<file path="src/rtl/sum_n_pkg.sv">
// Shared types and width defaults for the sum-of-N accumulator front end.
package sum_n_pkg;
  localparam int DEF_DATA_W = 4;
  localparam int DEF_SUM_W  = 7;
  localparam int DEF_CNT_W  = 4;
  localparam int MAX_N      = (1 << DEF_CNT_W) - 1;

  typedef enum logic [1:0] {
    IDLE  = 2'd0,
    ACCUM = 2'd1,
    DONE  = 2'd2
  } state_t;
endpackage

</file>
<file path="src/rtl/sum_n_accum_if.sv">
// Operand/result handshake bundle between a producer and sum_n_accum.
interface sum_n_accum_if #(
  parameter int DATA_W = sum_n_pkg::DEF_DATA_W,
  parameter int SUM_W  = sum_n_pkg::DEF_SUM_W,
  parameter int CNT_W  = sum_n_pkg::DEF_CNT_W
);
  logic              start;
  logic [CNT_W-1:0]  n;
  logic              in_valid;
  logic [DATA_W-1:0] in_data;
  logic              in_ready;
  logic [SUM_W-1:0]  sum;
  logic              sum_valid;
  logic              sum_ready;
  logic              busy;
  logic              ovf;

  modport master (
    output start, n, in_valid, in_data, sum_ready,
    input  in_ready, sum, sum_valid, busy, ovf
  );

  modport slave (
    input  start, n, in_valid, in_data, sum_ready,
    output in_ready, sum, sum_valid, busy, ovf
  );
endinterface

</file>
<file path="src/rtl/sum_n_add.sv">
// Combinational ripple adder stage: zero-extended x plus y plus cin.
module sum_n_add #(
  parameter int DATA_W = 4,
  parameter int SUM_W  = 7
) (
  input  logic [DATA_W-1:0] x,
  input  logic [SUM_W-1:0]  y,
  input  logic              cin,
  output logic [SUM_W-1:0]  s,
  output logic              cout
);
  logic [SUM_W:0] full;

  assign full      = {1'b0, y} + {{(SUM_W-DATA_W+1){1'b0}}, x} + {{SUM_W{1'b0}}, cin};
  assign {cout, s} = full;
endmodule

</file>
<file path="src/rtl/sum_n_accum.sv">
// Sequential sum-of-N front end: accumulates N operands through sum_n_add.
// Define OVERFLOW_DETECT_EN to build the sticky carry-out flag on ovf.
module sum_n_accum
  import sum_n_pkg::*;
#(
  parameter int DATA_W = DEF_DATA_W,
  parameter int SUM_W  = DEF_SUM_W,
  parameter int CNT_W  = DEF_CNT_W
) (
  input logic          clk,
  input logic          rst_n,
  sum_n_accum_if.slave bus
);
  state_t            state, state_nxt;
  logic [CNT_W-1:0]  n_lat, cnt;
  logic [SUM_W-1:0]  acc, s, sum_q;
  logic              take_start, beat, last;

  assign take_start = (state == IDLE) && bus.start;
  assign beat       = (state == ACCUM) && bus.in_valid;
  assign last       = (cnt == n_lat - CNT_W'(1));

`ifdef OVERFLOW_DETECT_EN
  logic cout;
`else
  logic cout_unused;
`endif

  sum_n_add #(.DATA_W(DATA_W), .SUM_W(SUM_W)) u_add (
    .x    (bus.in_data),
    .y    (acc),
    .cin  (1'b0),
    .s    (s),
`ifdef OVERFLOW_DETECT_EN
    .cout (cout)
`else
    .cout (cout_unused)
`endif
  );

  always_ff @(posedge clk or negedge rst_n)
    if (!rst_n) state <= IDLE;
    else        state <= state_nxt;

  always_comb begin
    state_nxt = state;
    case (state)
      IDLE:    if (bus.start) state_nxt = (bus.n == '0) ? DONE : ACCUM;
      ACCUM:   if (bus.in_valid && last) state_nxt = DONE;
      DONE:    if (bus.sum_ready) state_nxt = IDLE;
      default: state_nxt = IDLE;
    endcase
  end

  always_comb begin
    bus.in_ready  = (state == ACCUM);
    bus.sum_valid = (state == DONE);
    bus.busy      = (state != IDLE);
  end

  // sum only moves when a run completes, so it survives the return to IDLE
  always_ff @(posedge clk or negedge rst_n) begin
    if (!rst_n) begin
      n_lat <= '0;
      cnt   <= '0;
      acc   <= '0;
      sum_q <= '0;
    end else if (take_start) begin
      n_lat <= bus.n;
      cnt   <= '0;
      acc   <= '0;
      if (bus.n == '0) sum_q <= '0;
    end else if (beat) begin
      acc <= s;
      cnt <= cnt + CNT_W'(1);
      if (last) sum_q <= s;
    end
  end

  assign bus.sum = sum_q;

`ifdef OVERFLOW_DETECT_EN
  logic ovf_q;

  always_ff @(posedge clk or negedge rst_n)
    if (!rst_n)            ovf_q <= 1'b0;
    else if (take_start)   ovf_q <= 1'b0;
    else if (beat && cout) ovf_q <= 1'b1;

  assign bus.ovf = ovf_q;
`else
  assign bus.ovf = 1'b0;
`endif
endmodule

</file>
<file path="src/flat_wrapper.sv">
// flat-port wrapper written by rule: the top's interface ports become plain ports
module sum_n_accum_flat import sum_n_pkg::*;
#(
  parameter int DATA_W = DEF_DATA_W,
  parameter int SUM_W  = DEF_SUM_W,
  parameter int CNT_W  = DEF_CNT_W
)
  (clk, rst_n, bus_start, bus_n, bus_in_valid, bus_in_data, bus_sum_ready, bus_in_ready, bus_sum, bus_sum_valid, bus_busy, bus_ovf);
  sum_n_accum_if #(.DATA_W(DATA_W), .SUM_W(SUM_W), .CNT_W(CNT_W)) bus_i ();
  input logic clk;
  input logic rst_n;
  input wire logic [$bits(bus_i.start)-1:0] bus_start;
  input wire logic [$bits(bus_i.n)-1:0] bus_n;
  input wire logic [$bits(bus_i.in_valid)-1:0] bus_in_valid;
  input wire logic [$bits(bus_i.in_data)-1:0] bus_in_data;
  input wire logic [$bits(bus_i.sum_ready)-1:0] bus_sum_ready;
  output wire logic [$bits(bus_i.in_ready)-1:0] bus_in_ready;
  output wire logic [$bits(bus_i.sum)-1:0] bus_sum;
  output wire logic [$bits(bus_i.sum_valid)-1:0] bus_sum_valid;
  output wire logic [$bits(bus_i.busy)-1:0] bus_busy;
  output wire logic [$bits(bus_i.ovf)-1:0] bus_ovf;
  assign bus_i.start = bus_start;
  assign bus_i.n = bus_n;
  assign bus_i.in_valid = bus_in_valid;
  assign bus_i.in_data = bus_in_data;
  assign bus_i.sum_ready = bus_sum_ready;
  assign bus_in_ready = bus_i.in_ready;
  assign bus_sum = bus_i.sum;
  assign bus_sum_valid = bus_i.sum_valid;
  assign bus_busy = bus_i.busy;
  assign bus_ovf = bus_i.ovf;
  sum_n_accum #(.DATA_W(DATA_W), .SUM_W(SUM_W), .CNT_W(CNT_W)) u_core (.clk(clk), .rst_n(rst_n), .bus(bus_i));
endmodule
</file>
<file path="config.mk">
export PLATFORM = sky130hd
export DESIGN_NAME = sum_n_accum_flat
export DESIGN_NICKNAME = d
export VERILOG_FILES = /design/src/rtl/sum_n_pkg.sv /design/src/rtl/sum_n_accum_if.sv /design/src/rtl/sum_n_add.sv /design/src/rtl/sum_n_accum.sv /design/src/flat_wrapper.sv
export SDC_FILE = /design/constraint.sdc
export NUM_CORES = 1
export LEC_CHECK = 0
export CAP_MARGIN = 20
export CORE_AREA = 2 2 57 59
export CTS_BUF_LIST = sky130_fd_sc_hd__clkbuf_16
export CTS_CLUSTER_SIZE = 30
export DETAILED_ROUTE_END_ITERATION = 10
export DIE_AREA = 0 0 59 61
export PLACE_DENSITY = 0.72
export SLEW_MARGIN = 20
export SYNTH_ARGS = -nofsm -noshare
export SYNTH_HDL_FRONTEND = slang
export SYNTH_HIERARCHICAL = 1
export SYNTH_SLANG_ARGS = --single-unit
</file>
<file path="constraint.sdc">
create_clock -name clk -period 1.8 [get_ports clk]
set_clock_uncertainty 0.05 [all_clocks]
set_input_delay 0.18 -clock clk [delete_from_list [all_inputs] [get_ports clk]]
set_output_delay 0.18 -clock clk [all_outputs]
set_load 0.01 [all_outputs]
</file>
==> results by stage <==
Run status:
- The run finished, with violations left.
- The final reports fail on negative setup slack.

STA:
- The final hold violation count came to 0.
- The hold slack is 0.228 ns.
- The final total negative setup slack is -0.130 ns.
- The final critical path takes up 103% of the cycle.
- The total of endpoints with negative setup slack in the final report is 4.
- The worst path setup slack after routing is -0.0463 ns.
- The final critical-path required period is 1.85 ns.
- The total count of max-transition violations in the final report is 0.
- Timing would allow up to 542 MHz.
- Setup repair after global routing could not meet its margin everywhere.

Power:
- The design draws 3010 uW.
- In this run the power density over the cells is 1720 mW/mm2.
- IR analysis of the VDD net gives a maximum drop of 0.636 mV.
- For this design the static power due to leakage is 0.000809 uW.

Final layout:
- The filler cells instantiated in the layout total 278.
- The total number of nets in the final design is 179.
- The area growth from synthesis to layout is 33.3%.
- The layout cell share with drive strength beyond 1 is 19.6%.
- For this run, the share of the core covered by cells in the final layout is 59.2%.
- The final cell count without fillers is 191.
- The final antenna diode count is 0.

Clocking:
- CTS built an H-tree with a depth of 1.
- The clock tree from TritonCTS is yes.
- Counting along the longest clock path gives a buffer depth of 2.
- Clock tree synthesis found a total of 24 sinks.
- Clock-pin slew was measured on the worst setup and hold paths at 0.06 ns.
- The total CTS buffers is 3.
- The root buffer cell chosen for the clock tree is sky130_fd_sc_hd__clkbuf_16.
- The latest clock arrival within the worst-skew pair is 0.26 ns.

Place:
- The final weighted congestion in routability-driven placement is 0.754.
- The HPWL after detailed placement is 1970 um.
- The number of placed instances, taps included, is 185.
- During placement, the flow inserted port buffers numbering 22.

Die:
- From left edge to right edge, the die measures 59 um.
- Once the floorplan was initialized, standard cells occupied 44.4% of the core.
- The core area is 0.00295 mm2.
- The chip height is 61 um.
- The overall die area is 0.00360 mm2.
- Pin placement for this block handled 24 I/O pins.
- The floorplan row count is 20.

Detailed routing:
- After detailed routing, the number of vias per cell comes to 5.13.
- The DRC violations left is 0.
- The first TritonRoute pass finished after 4 iterations.
- After detailed routing, the average wire length per cell comes to 13.9 um.
- Wires add up to 2650 um.
- Summing over every cut layer, the via total after detailed routing is 979.
- The detailed router's first-iteration violation count is 28.
- The detail route stage leaves a number of antenna-violating nets equal to 0.

Setup path:
- The worst setup path is launched from a register.
- The worst setup path endpoint is u_core/bus.sum[6].
- The critical path data required time is 1.93 ns.
- For flop-to-flop paths, the worst setup slack is -0.05 ns.
- For the worst setup path, the data arrival time is 1.98 ns.
- The worst register-to-register path ends at u_core/bus.sum[6].
- Tracing the worst setup path back leads to its startpoint at u_core/acc[0].
- The kind of critical path is register to register.
- Along the worst path, the maximum fanout reaches 2.
- The worst setup path is captured at a register.
- The count of cells along the worst register-to-register path is 9.
- The worst register-to-register path begins at u_core/acc[0].

Synthesis:
- The post-synthesis cell count is 123.
- The mean cell area of the mapped netlist is 10.7 um2.
- Summing every instance area after synthesis gives 0.00131 mm2.
- The Yosys warning count is 6.

Run:
- The max-capacitance violation count is 0.

Worst hold path:
- The worst hold path class is primary input to async pin.

Global route:
- The initial antenna violation count is 0.
- The via count of the first global-routing pass is 978.
- The wire length of the first global-routing pass is 4350 um.
- Entering global routing, the biggest net connects 25 pins.
- The final global-route overflow total is 0.
- The total routing usage reported by global routing is 16.6%.
[cell usage in the layout, fill, tap and decap left out, types with 2 or more instances in the layout]
master and count:
sky130_fd_sc_hd__clkdlybuf4s50_1 21, sky130_fd_sc_hd__mux2_2 3, sky130_fd_sc_hd__xor2_1 5, sky130_fd_sc_hd__mux2i_1 5, sky130_fd_sc_hd__dfrtp_1 24, sky130_fd_sc_hd__o21ai_0 3, sky130_fd_sc_hd__nand4_1 2, sky130_fd_sc_hd__nor2_1 3
sky130_fd_sc_hd__nor2b_1 2, sky130_fd_sc_hd__inv_1 13, sky130_fd_sc_hd__a22o_1 8, sky130_fd_sc_hd__ha_1 4, sky130_fd_sc_hd__conb_1 2, sky130_fd_sc_hd__fa_2 2, sky130_fd_sc_hd__buf_4 12, sky130_fd_sc_hd__clkbuf_16 3
sky130_fd_sc_hd__nand2_1 13, sky130_fd_sc_hd__inv_2 2, sky130_fd_sc_hd__a32o_1 2, sky130_fd_sc_hd__a21oi_1 2, sky130_fd_sc_hd__xnor2_1 6
[layer usage]
metal	vias up	routed length, um	GRT usage, %
met5	-	0	0
met4	0	48	8.77
met3	8	135	3.62
met2	32	1310	27.6
met1	458	1160	20.4
li1	481	-	-
[where the power goes]
part	total (uW)	internal, uW	switching [uW]
clock	484	297	187
sequential	968	778	190
combinational	1550	850	705
[per-stage QoR]
stage               instance area, um2  worst slack (ns)
global route                      1750            -0.113
detailed placement                1630            -0.420
global placement                  1630            -0.382
CTS                               1710           -0.0378
finish                            1750           -0.0463
floorplan                         1320             0.125
[sequential cells by signal, indices dropped and copies added, names as in the netlist]
register and count:
u_core/n_lat 4, u_core/acc 7, u_core/cnt 4, u_core/bus.sum 7, u_core/state 2
[how the worst min path moves through the flow]
stage | cells after the start | to | startpoint | slack (ns)
final | 2 | u_core/n_lat[2] | rst_n | 0.23
after global routing | 2 | u_core/n_lat[3] | rst_n | 0.26
after detailed placement | 1 | u_core/acc[3] | u_core/acc[3] | 0.46
after floorplan | 0 | u_core/acc[0] | rst_n | -0.17
after CTS | 2 | u_core/n_lat[2] | rst_n | 0.24
after global placement | 1 | u_core/acc[3] | u_core/acc[3] | 0.44
[layout make-up]
type | instances | area, um2 | area share, %
clock buffers | 3 | 75.1 | 4.29
flip-flops and latches | 24 | 601 | 34.3
clock inverters | 1 | 3.75 | 0.215
inverters | 15 | 56.3 | 3.22
multi-input cells | 80 | 652 | 37.3
repair buffers | 35 | 320 | 18.3
well taps | 33 | 41.3 | 2.36
[timing repair]
action,4_1_cts,5_1_grt
setup buffers,0,2
hold buffers,0,0
resized for setup,3,6
pin swaps,5,4
setup endpoints to repair,6,9
[critical path, cell delays in order, from the launching register on]
cell,delay (ns)
sky130_fd_sc_hd__dfrtp_1,0.36
sky130_fd_sc_hd__fa_2,0.22
sky130_fd_sc_hd__inv_2,0.04
sky130_fd_sc_hd__fa_2,0.36
sky130_fd_sc_hd__nor2b_4,0.12
sky130_fd_sc_hd__o21ai_2,0.06
sky130_fd_sc_hd__a21o_1,0.17
sky130_fd_sc_hd__xnor2_1,0.20
sky130_fd_sc_hd__inv_1,0.07
sky130_fd_sc_hd__mux2i_1,0.13
(Power assumes the default switching activity.)
